<file path="src/rtl/serial_fsub.sv">
// Bit-serial two's-complement subtractor (Diff = A - B), LSB first, one cell per clock.
// Optional signed-overflow output Ovf when SERIAL_FSUB_OVF_EN is defined.
module serial_fsub #(
    parameter int WIDTH = 8
) (
    input  logic             Clk,
    input  logic             Rst_n,
    input  logic             Start,
    input  logic [WIDTH-1:0] A,
    input  logic [WIDTH-1:0] B,
    output logic             Busy,
    output logic             Done,
    output logic [WIDTH-1:0] Diff,
    output logic             Borrow
`ifdef SERIAL_FSUB_OVF_EN
    ,
    output logic             Ovf
`endif
);

    localparam int CW = $clog2(WIDTH) + 1;

    typedef enum logic [1:0] {IDLE, SHIFT, DONE} state_t;

    state_t           state;
    logic [WIDTH-1:0] sa, sb, sd;
    logic             bf;
    logic [CW-1:0]    count;
`ifdef SERIAL_FSUB_OVF_EN
    logic             msb_a, msb_b;
`endif

    logic             a, b, d, bout;
    logic [WIDTH-1:0] sd_next;
    logic             last;

    always_comb begin
        a       = sa[0];
        b       = sb[0];
        d       = a ^ b ^ bf;
        bout    = (~a & b) | (~(a ^ b) & bf);
        sd_next = {d, sd[WIDTH-1:1]};
        last    = (count == CW'(WIDTH - 1));
    end

    assign Busy = (state == SHIFT);
    assign Done = (state == DONE);

    always_ff @(posedge Clk or negedge Rst_n) begin
        if (!Rst_n) begin
            state  <= IDLE;
            sa     <= '0;
            sb     <= '0;
            sd     <= '0;
            bf     <= 1'b0;
            count  <= '0;
            Diff   <= '0;
            Borrow <= 1'b0;
`ifdef SERIAL_FSUB_OVF_EN
            msb_a  <= 1'b0;
            msb_b  <= 1'b0;
            Ovf    <= 1'b0;
`endif
        end else begin
            case (state)
                IDLE, DONE: begin
                    // DONE accepts Start exactly like IDLE for back-to-back operation
                    if (Start) begin
                        sa    <= A;
                        sb    <= B;
                        bf    <= 1'b0;
                        count <= '0;
`ifdef SERIAL_FSUB_OVF_EN
                        msb_a <= A[WIDTH-1];
                        msb_b <= B[WIDTH-1];
`endif
                        state <= SHIFT;
                    end else begin
                        state <= IDLE;
                    end
                end
                SHIFT: begin
                    sa    <= sa >> 1;
                    sb    <= sb >> 1;
                    sd    <= sd_next;
                    bf    <= bout;
                    count <= count + CW'(1);
                    if (last) begin
                        Diff   <= sd_next;
                        Borrow <= bout;
`ifdef SERIAL_FSUB_OVF_EN
                        // d of the last cell is the result MSB
                        Ovf    <= (msb_a != msb_b) && (d != msb_a);
`endif
                        state  <= DONE;
                    end
                end
                default: state <= IDLE;
            endcase
        end
    end

endmodule
</file>
<file path="config.mk">
export PLATFORM = sky130hd
export DESIGN_NAME = serial_fsub
export DESIGN_NICKNAME = d
export VERILOG_FILES = /design/src/rtl/serial_fsub.sv
export SDC_FILE = /design/constraint.sdc
export NUM_CORES = 1
export LEC_CHECK = 0
export CORE_UTILIZATION = 35
export CTS_CLUSTER_SIZE = 40
export DETAILED_ROUTE_END_ITERATION = 10
export PLACE_DENSITY = 0.58
export SYNTH_ARGS = -nofsm -noshare
export SYNTH_HDL_FRONTEND = slang
export SYNTH_SLANG_ARGS = --single-unit
</file>
<file path="constraint.sdc">
create_clock -name Clk -period 2.1 [get_ports Clk]
set_input_delay 0.42 -clock Clk [delete_from_list [all_inputs] [get_ports Clk]]
set_output_delay 0.42 -clock Clk [all_outputs]
set_load 0.05 [all_outputs]
</file>
== Word level (Yosys, flattened, before mapping) ==
Index checks and enable logic that the tools add are counted.

* Flip-flop bits (word level): 40
* Word-level logic and storage cells: 37

* Muxes and demuxes: 11
* Equal/unequal tests: 5
* Bitwise gates (word level): 7
* $add $sub $neg: 1
* Reduce and logical (&&, ||, !) cells: 5

{| class="wikitable"
|+ Operators with widths
! cell !! number
|-
| $pmux 8 s2 || 2
|-
| $mux 8 || 2
|-
| $pmux 4 s2 || 1
|-
| $add 4x1->4 const B || 1
|-
| $eq 4x3->1 const B || 1
|-
| $mux 4 || 1
|-
| $pmux 2 s2 || 1
|-
| $reduce_and 2->1 || 2
|-
| $and 1x1->1 || 2
|-
| $eq 2x1->1 const B || 1
|-
| $eq 2x2->1 const B || 1
|-
| $logic_not 2->1 || 1
|-
| $mux 1 || 2
|-
| $mux 2 || 1
|-
| $ne 2x1->1 const B || 1
|-
| $ne 2x2->1 const B || 1
|-
| $not 1->1 || 2
|-
| $pmux 1 s2 || 1
|-
| $reduce_bool 2->1 || 1
|-
| $reduce_or 2->1 || 1
|-
| $xor 1x1->1 || 2
|-
| $or 1x1->1 || 1
|}

== Logic depth before layout (Yosys ltp) ==
Gate-level depths: netlist of run 1.

* Depth after elaboration: 5
* Gate-level depth with buffers: 6
* Mapped depth without buffers: 4

== Worst setup path before layout of run 1 ==
OpenSTA, ideal clock, no wires.

* Path type: flip-flop to output port
* Start: register state[0]
* End: output Done
* Data required time: 1.680 ns
* Arrival time: 1.077 ns
* Path slack: 0.603 ns
* Path buffers: 0
* Stages on the path, launching flop included: 2
* Path through: dfrtp_1 nor2b_1

* Cells in the longest elaborated chain, start to end: 1

{| class="wikitable"
|+ RTL lines
! item !! RTL line !! RTL
|-
| from (decl) || 25 || <nowiki>state_t state;</nowiki>
|-
| from (signal assigned) || 51 || <nowiki>state <= IDLE;</nowiki>
|-
| from (signal assigned) || 77 || <nowiki>state <= SHIFT;</nowiki>
|-
| from (signal assigned) || 79 || <nowiki>state <= IDLE;</nowiki>
|-
| $eq 2x2->1 || 47 || <nowiki>assign Done = (state == DONE);</nowiki>
|-
| to (decl) || 12 || <nowiki>output logic Done,</nowiki>
|}

No other way between the ends.

== Worst setup path after layout of run 1 ==
* Start: register Borrow
* End: output Borrow

{| class="wikitable"
|+ RTL lines
! item !! RTL line !! RTL
|-
| from (decl) || 14 || <nowiki>output logic Borrow</nowiki>
|-
| from (signal assigned) || 90 || <nowiki>Borrow <= bout;</nowiki>
|}

No word-level cell between the ends.

==> flow_metrics.tcl, run 1 <==
set metrics [dict create \
    grt_pass1_vias 1204 \
    postCtsResizedCells 0 \
    io_buffer_count 29 \
    cap_viol_max_count 0 \
    synth_top_family_by_area "simple AND/OR/NAND/NOR gates" \
    cp.depth 1 \
    slew_violations 0 \
    synthMuxAreaShare_pct 7.41 \
    syn_area_per_cell_um2 11.1 \
    synthCells 146 \
    tns_ps 0 \
    clk_path_buf_depth 2 \
    initial_core_util_pct 36.7 \
    yosys.area.top_type "dfrtp_1" \
    fillers 397 \
    drt-pass1-iter-count 4 \
    clock_sinks 39 \
    finalCritPeriodShare_pct 89.0 \
    cp_slowest_cell "clkdlybuf4s50_1" \
    root_buffer "clkbuf_8" \
    final_nets 199 \
    ios 30 \
    met3_usage_pct 3.46 \
    antenna_found_initial 0 \
    slowest_delay_ps 800 \
    path_cells "clkdlybuf4s50_1" \
    vias 1162 \
    grt.total_usage_pct 13.7 \
    finalSetupViolCount 0 \
    hold_viol 0 \
    worst_slack_ps 231 \
    ys_ff_latch 39 \
    via_per_inst 5.03 \
    synth-seq-area-share_pct 60.2 \
    cts_hold_buffers 0 \
    synth-async-reset-ratio_pct 100 \
    crit_arrival_ps 1450 \
    tritoncts "built" \
    htreeDepth 2 \
    grt_pass1_wl_um 5290 \
    clkLatencyLatePin_ps 290 \
    multi_input_area_um2 587 \
    finClkSkew_ps 10.9 \
    synth_top_area_share_pct 60.2 \
    synthAdderAreaFrac_pct 2.01 \
    fmax_mhz 535 \
    cts_buffers 5 \
    fp-row-count 24 \
    syn_area_um2 1620 \
    ant_nets 0 \
    grt-busiest-layer "met2" \
    yosysMostFrequentCell "dfrtp_1" \
    core_um2 4410 \
    p_per_area_nw_per_um2 1610 \
    clk_pin_slew_worst_paths_ps 80 \
    use_met2_pct 21.9 \
    synthTopCellsByArea "dfrtp_1, nand2_1, a22oi_1, mux2_2, nand3_1" \
    synth_fp_nets 167 \
    die_h_um 70.1 \
    die-area_um2 4910 \
    grt_max_degree 40 \
    ys_types 25 \
    path_buf_inv 1 \
    yosys.area_share.simple_pct 16.8 \
    max_slew_margin_pct 43.3 \
    worst_setup_path_end_kind "primary output" \
    place_ws_ps 314 \
    crit_required_ps 1680 \
    die_x_um 70.1 \
    drc 0 \
    synth_compound_area_share_pct 9.95 \
    synth_top_cells_by_count "dfrtp_1, nand2_1, nand3_1" \
    synth_xor_area_share_pct 0 \
    drt_iter0_drc 36 \
    avgRoutedWirePerCell_um 12.9 \
    path_max_fanout 2 \
    dp_hpwl_um 2060 \
    cp_top_family "buffers and inverters" \
    p_leak_nw 0.967 \
    cp-start-kind "flop" \
    layout_min_cycle_time_ps 1870 \
    area_delta_synth_final_pct 26.9 \
    routabilityCongestion 0.719 \
    post_cts_buffers 0 \
    grt_overflow 0 \
    synthFlopType "dfrtp_1" \
    status "finished clean" \
    criticalPathCategory "reg2out" \
    drive_gt1_share_pct 14.5 \
    reg2regPathDepth 3 \
    wirelength_um 2980 \
    rsz0062_at_grt "false" \
    synth_edf_count 0 \
    antenna_cells 0 \
    grt_util_met1_pct 17.8 \
    vdd_drop_max_v 0.000493 \
    tightest_slew_ps 851 \
    ys_warn_count 0 \
    hp-class "in2async" \
    regArea_um2 976 \
]
[area by class of cell]
cell class                      count  area share (%)
Clock buffer                        5            3.35
Clock inverter                      3           0.730
Inverter                            4           0.730
Multi-Input combinational cell     94            28.5
Sequential cell                    39            47.4
Tap cell                           52            3.16
Timing Repair Buffer               34            16.1
[path summary, 6_finish.rpt]
kind                       startpoint  slack, ps      end
min                             Rst_n        240  Diff[4]
min in group Clk                sd[1]        500    sd[1]
max                            Borrow        230   Borrow
max reg2reg                  state[1]        330  Diff[0]
max in group asynchronous       Rst_n       1330    sa[0]
min reg2reg                     sd[1]        500    sd[1]
[report_power, final]
group | leakage (nW) | total [W] | switching (W) | internal [W]
Combinational | 0.434 | 0.00154 | 0.000913 | 0.000626
Sequential | 0.485 | 0.00130 | 0.000205 | 0.00110
Clock | 0.0477 | 0.000478 | 0.000251 | 0.000227
Total | 0.967 | 0.00332 | 0.00137 | 0.00195
[sequential cells by signal, indices dropped and copies added (netlist names)]
signal,cells
Borrow,1
bf,1
count,4
Diff,8
sb,8
state,2
sa,8
sd,7
[cells in the final DEF, fill, tap and decap left out, types with 2 or more instances in the layout]
| master | synthesis | layout |
|---|---|---|
| a22o_1 | 4 | 4 |
| mux2i_1 | 3 | 3 |
| o21ai_0 | 2 | 2 |
| nand2b_1 | 2 | 2 |
| dfrtp_1 | 39 | 39 |
| buf_4 | 0 | 6 |
| clkinv_2 | 0 | 3 |
| nand2_1 | 37 | 37 |
| nor2b_1 | 2 | 2 |
| inv_1 | 3 | 3 |
| clkbuf_8 | 0 | 5 |
| mux2_2 | 8 | 8 |
| nand3_1 | 14 | 14 |
| clkdlybuf4s50_1 | 0 | 26 |
| a22oi_1 | 13 | 13 |
[logic make-up after synthesis]
group,after synthesis
AND/OR/NAND/NOR,60
flip-flops,39
AO/OA/AOI/OAI,21
buffers and inverters,13
multiplexers,11
adder cells (fa/ha/maj),2
[layer usage]
| layer | vias to the layer above | wire [um] | share of wire [%] |
|---|---|---|---|
| met2 | 33 | 1370 | 46 |
| met5 | - | 0 | 0 |
| met1 | 559 | 1450 | 48 |
| met4 | 0 | 44 | 1.5 |
| met3 | 5 | 120 | 4.0 |
| li1 | 565 | - | - |
[stage by stage]
stage	hold slack [ps]	cell area (um2)	std cells	util (%)	power, W
finish	236	2060	231	46.6	0.00332
global placement	456	1970	223	44.7	0.00283
CTS	261	2060	231	46.6	0.00337
floorplan	124	1620	146	-	0.00238
detailed placement	477	1970	223	44.7	0.00288
global route	306	2060	231	46.6	0.00359
(Power assumes the default switching activity.)
==> inputs of run 2 (changes only) <==
--- a/config.mk
+++ b/config.mk
@@ -8,7 +8,7 @@
 export CORE_UTILIZATION = 35
 export CTS_CLUSTER_SIZE = 40
 export DETAILED_ROUTE_END_ITERATION = 10
-export PLACE_DENSITY = 0.58
+export PLACE_DENSITY = 0.56
 export SYNTH_ARGS = -nofsm -noshare
 export SYNTH_HDL_FRONTEND = slang
 export SYNTH_SLANG_ARGS = --single-unit
==> flow_metrics.tcl, run 2 (same netlist as run 1, synthesis figures left out) <==
set metrics [dict create \
    p_int_w 0.00209 \
    use_met2_pct 23.3 \
    clock_sinks 39 \
    grt_util_met1_pct 18.3 \
    wirelength_um 3230 \
    drc 0 \
    path_max_fanout 20 \
    drive_gt1_share_pct 14.5 \
    fillers 392 \
    die_x_um 70.1 \
    htreeDepth 2 \
    clk_pin_slew_worst_paths_ps 80 \
    largestRegisters "Diff: 8 flops, sa: 8 flops, sb: 8 flops" \
    regArea_um2 976 \
    grt.total_usage_pct 14.6 \
    tns_ps 0 \
    met3_usage_pct 3.61 \
    rsz0062_at_grt "false" \
    dp_hpwl_um 2160 \
    p_sw_w 0.00140 \
    multi_input_area_um2 587 \
    routabilityCongestion 0.711 \
    grt_pass1_wl_um 5490 \
    placed_cell_area_um2 1970 \
    antenna_cells 0 \
    hp-class "in2async" \
    power.total_w 0.00348 \
    clkLatencyLatePin_ps 290 \
    swShare_pct 40.1 \
    fmax_mhz 518 \
    die_h_um 70.1 \
    seqPwrFrac_pct 37.5 \
    worst_slack_ps 171 \
    pwr-share-clk_pct 18.7 \
    area_delta_synth_final_pct 29.1 \
    p_comb_share_pct 43.8 \
    cts_buffers 5 \
    root_buffer "clkbuf_8" \
    postCtsResizedCells 0 \
    cp-start-kind "flop" \
    p_leak_nw 0.981 \
    tightest_slew_ps 670 \
    post_cts_buffers 0 \
    final_common_cell "dfrtp_1" \
    finalSetupViolCount 0 \
    clk_path_buf_depth 2 \
    crit_start "state[1]" \
    core_um2 4410 \
    reg2regPathDepth 3 \
    crit_required_ps 1680 \
    avgRoutedWirePerCell_um 14.0 \
    hold_slack_ps 126 \
    fp-row-count 24 \
    cts_hold_buffers 0 \
    antenna_found_initial 0 \
    criticalPathCategory "reg2out" \
    hold_viol 0 \
    crit_arrival_ps 1510 \
    grt-busiest-layer "met2" \
    via_per_inst 5.15 \
    vdd_drop_max_v 0.000665 \
    final_cell_mix "dfrtp_1, nand2_1, clkdlybuf4s50_1" \
    cap_viol_max_count 0 \
    p_per_area_nw_per_um2 1660 \
    slew_violations 0 \
    layout_min_cycle_time_ps 1930 \
    status "finished clean" \
    die-area_um2 4910 \
    grt_overflow 0 \
    place_ws_ps 340 \
    finalCritPeriodShare_pct 91.9 \
    final_area_um2 2090 \
    worst_setup_path_end_kind "primary output" \
    grt_pass1_vias 1184 \
    tritoncts "built" \
    ios 30 \
    ant_nets 0 \
    r2r_start "state[1]" \
    drt_iter0_drc 44 \
    io_buffer_count 29 \
    drt-pass1-iter-count 4 \
    vias 1189 \
    grt_max_degree 28 \
    initial_core_util_pct 36.7 \
    finClkSkew_ps 5.00 \
    final_nets 199 \
    max_slew_margin_pct 55.4 \
]
run 2: changes by cell type in the layout (fill, tap and decap cells not counted), sizes merged:
cell,delta
bufinv,+1
clkbuf,+1
clkinv,-2
run 2: through the flow:
step                instances  util (%)
global placement          223      44.7
finish                    231      47.4
detailed placement        223      44.7
CTS                       231      47.4
global route              231      47.4
floorplan                 146         -
run 2: area by class of cell:
type / instances / share of cell area, %
Clock buffer: 6 / 3.95
Sequential cell: 39 / 46.6
Timing Repair Buffer: 34 / 15.8
Inverter: 4 / 0.837
Multi-Input combinational cell: 94 / 28.0
Tap cell: 52 / 3.11
Clock inverter: 2 / 1.67
run 2: worst paths after layout:
path / endpoint / slack [ps]
setup / recovery: Busy / 170
hold / removal: sd[1] / 130
setup reg to reg: Diff[0] / 310
hold reg to reg: sd[1] / 480
max in group asynchronous: sb[6] / 1420
min in group Clk: sd[1] / 480
run 2: per-layer routing:
layer / wire length [um] / up-vias
met3: 130 / 8
li1: - / 566
met1: 1510 / 582
met2: 1520 / 33
met4: 69 / 0
met5: 0 / -
run 2: worst max-delay path, cell delays in order, from the launching register on:
cell      delay [ps]
dfrtp_1          370
nand2b_1         360
inv_4            310
buf_12           170
run 2: power by group through the flow:
stage	logic (W)	registers [W]	clock network, W
finish	0.00152	0.00131	0.000651
global placement	0.00150	0.00131	0
CTS	0.00154	0.00131	0.000670
floorplan	0.000798	0.00158	0
detailed placement	0.00153	0.00132	0
global route	0.00166	0.00135	0.000701
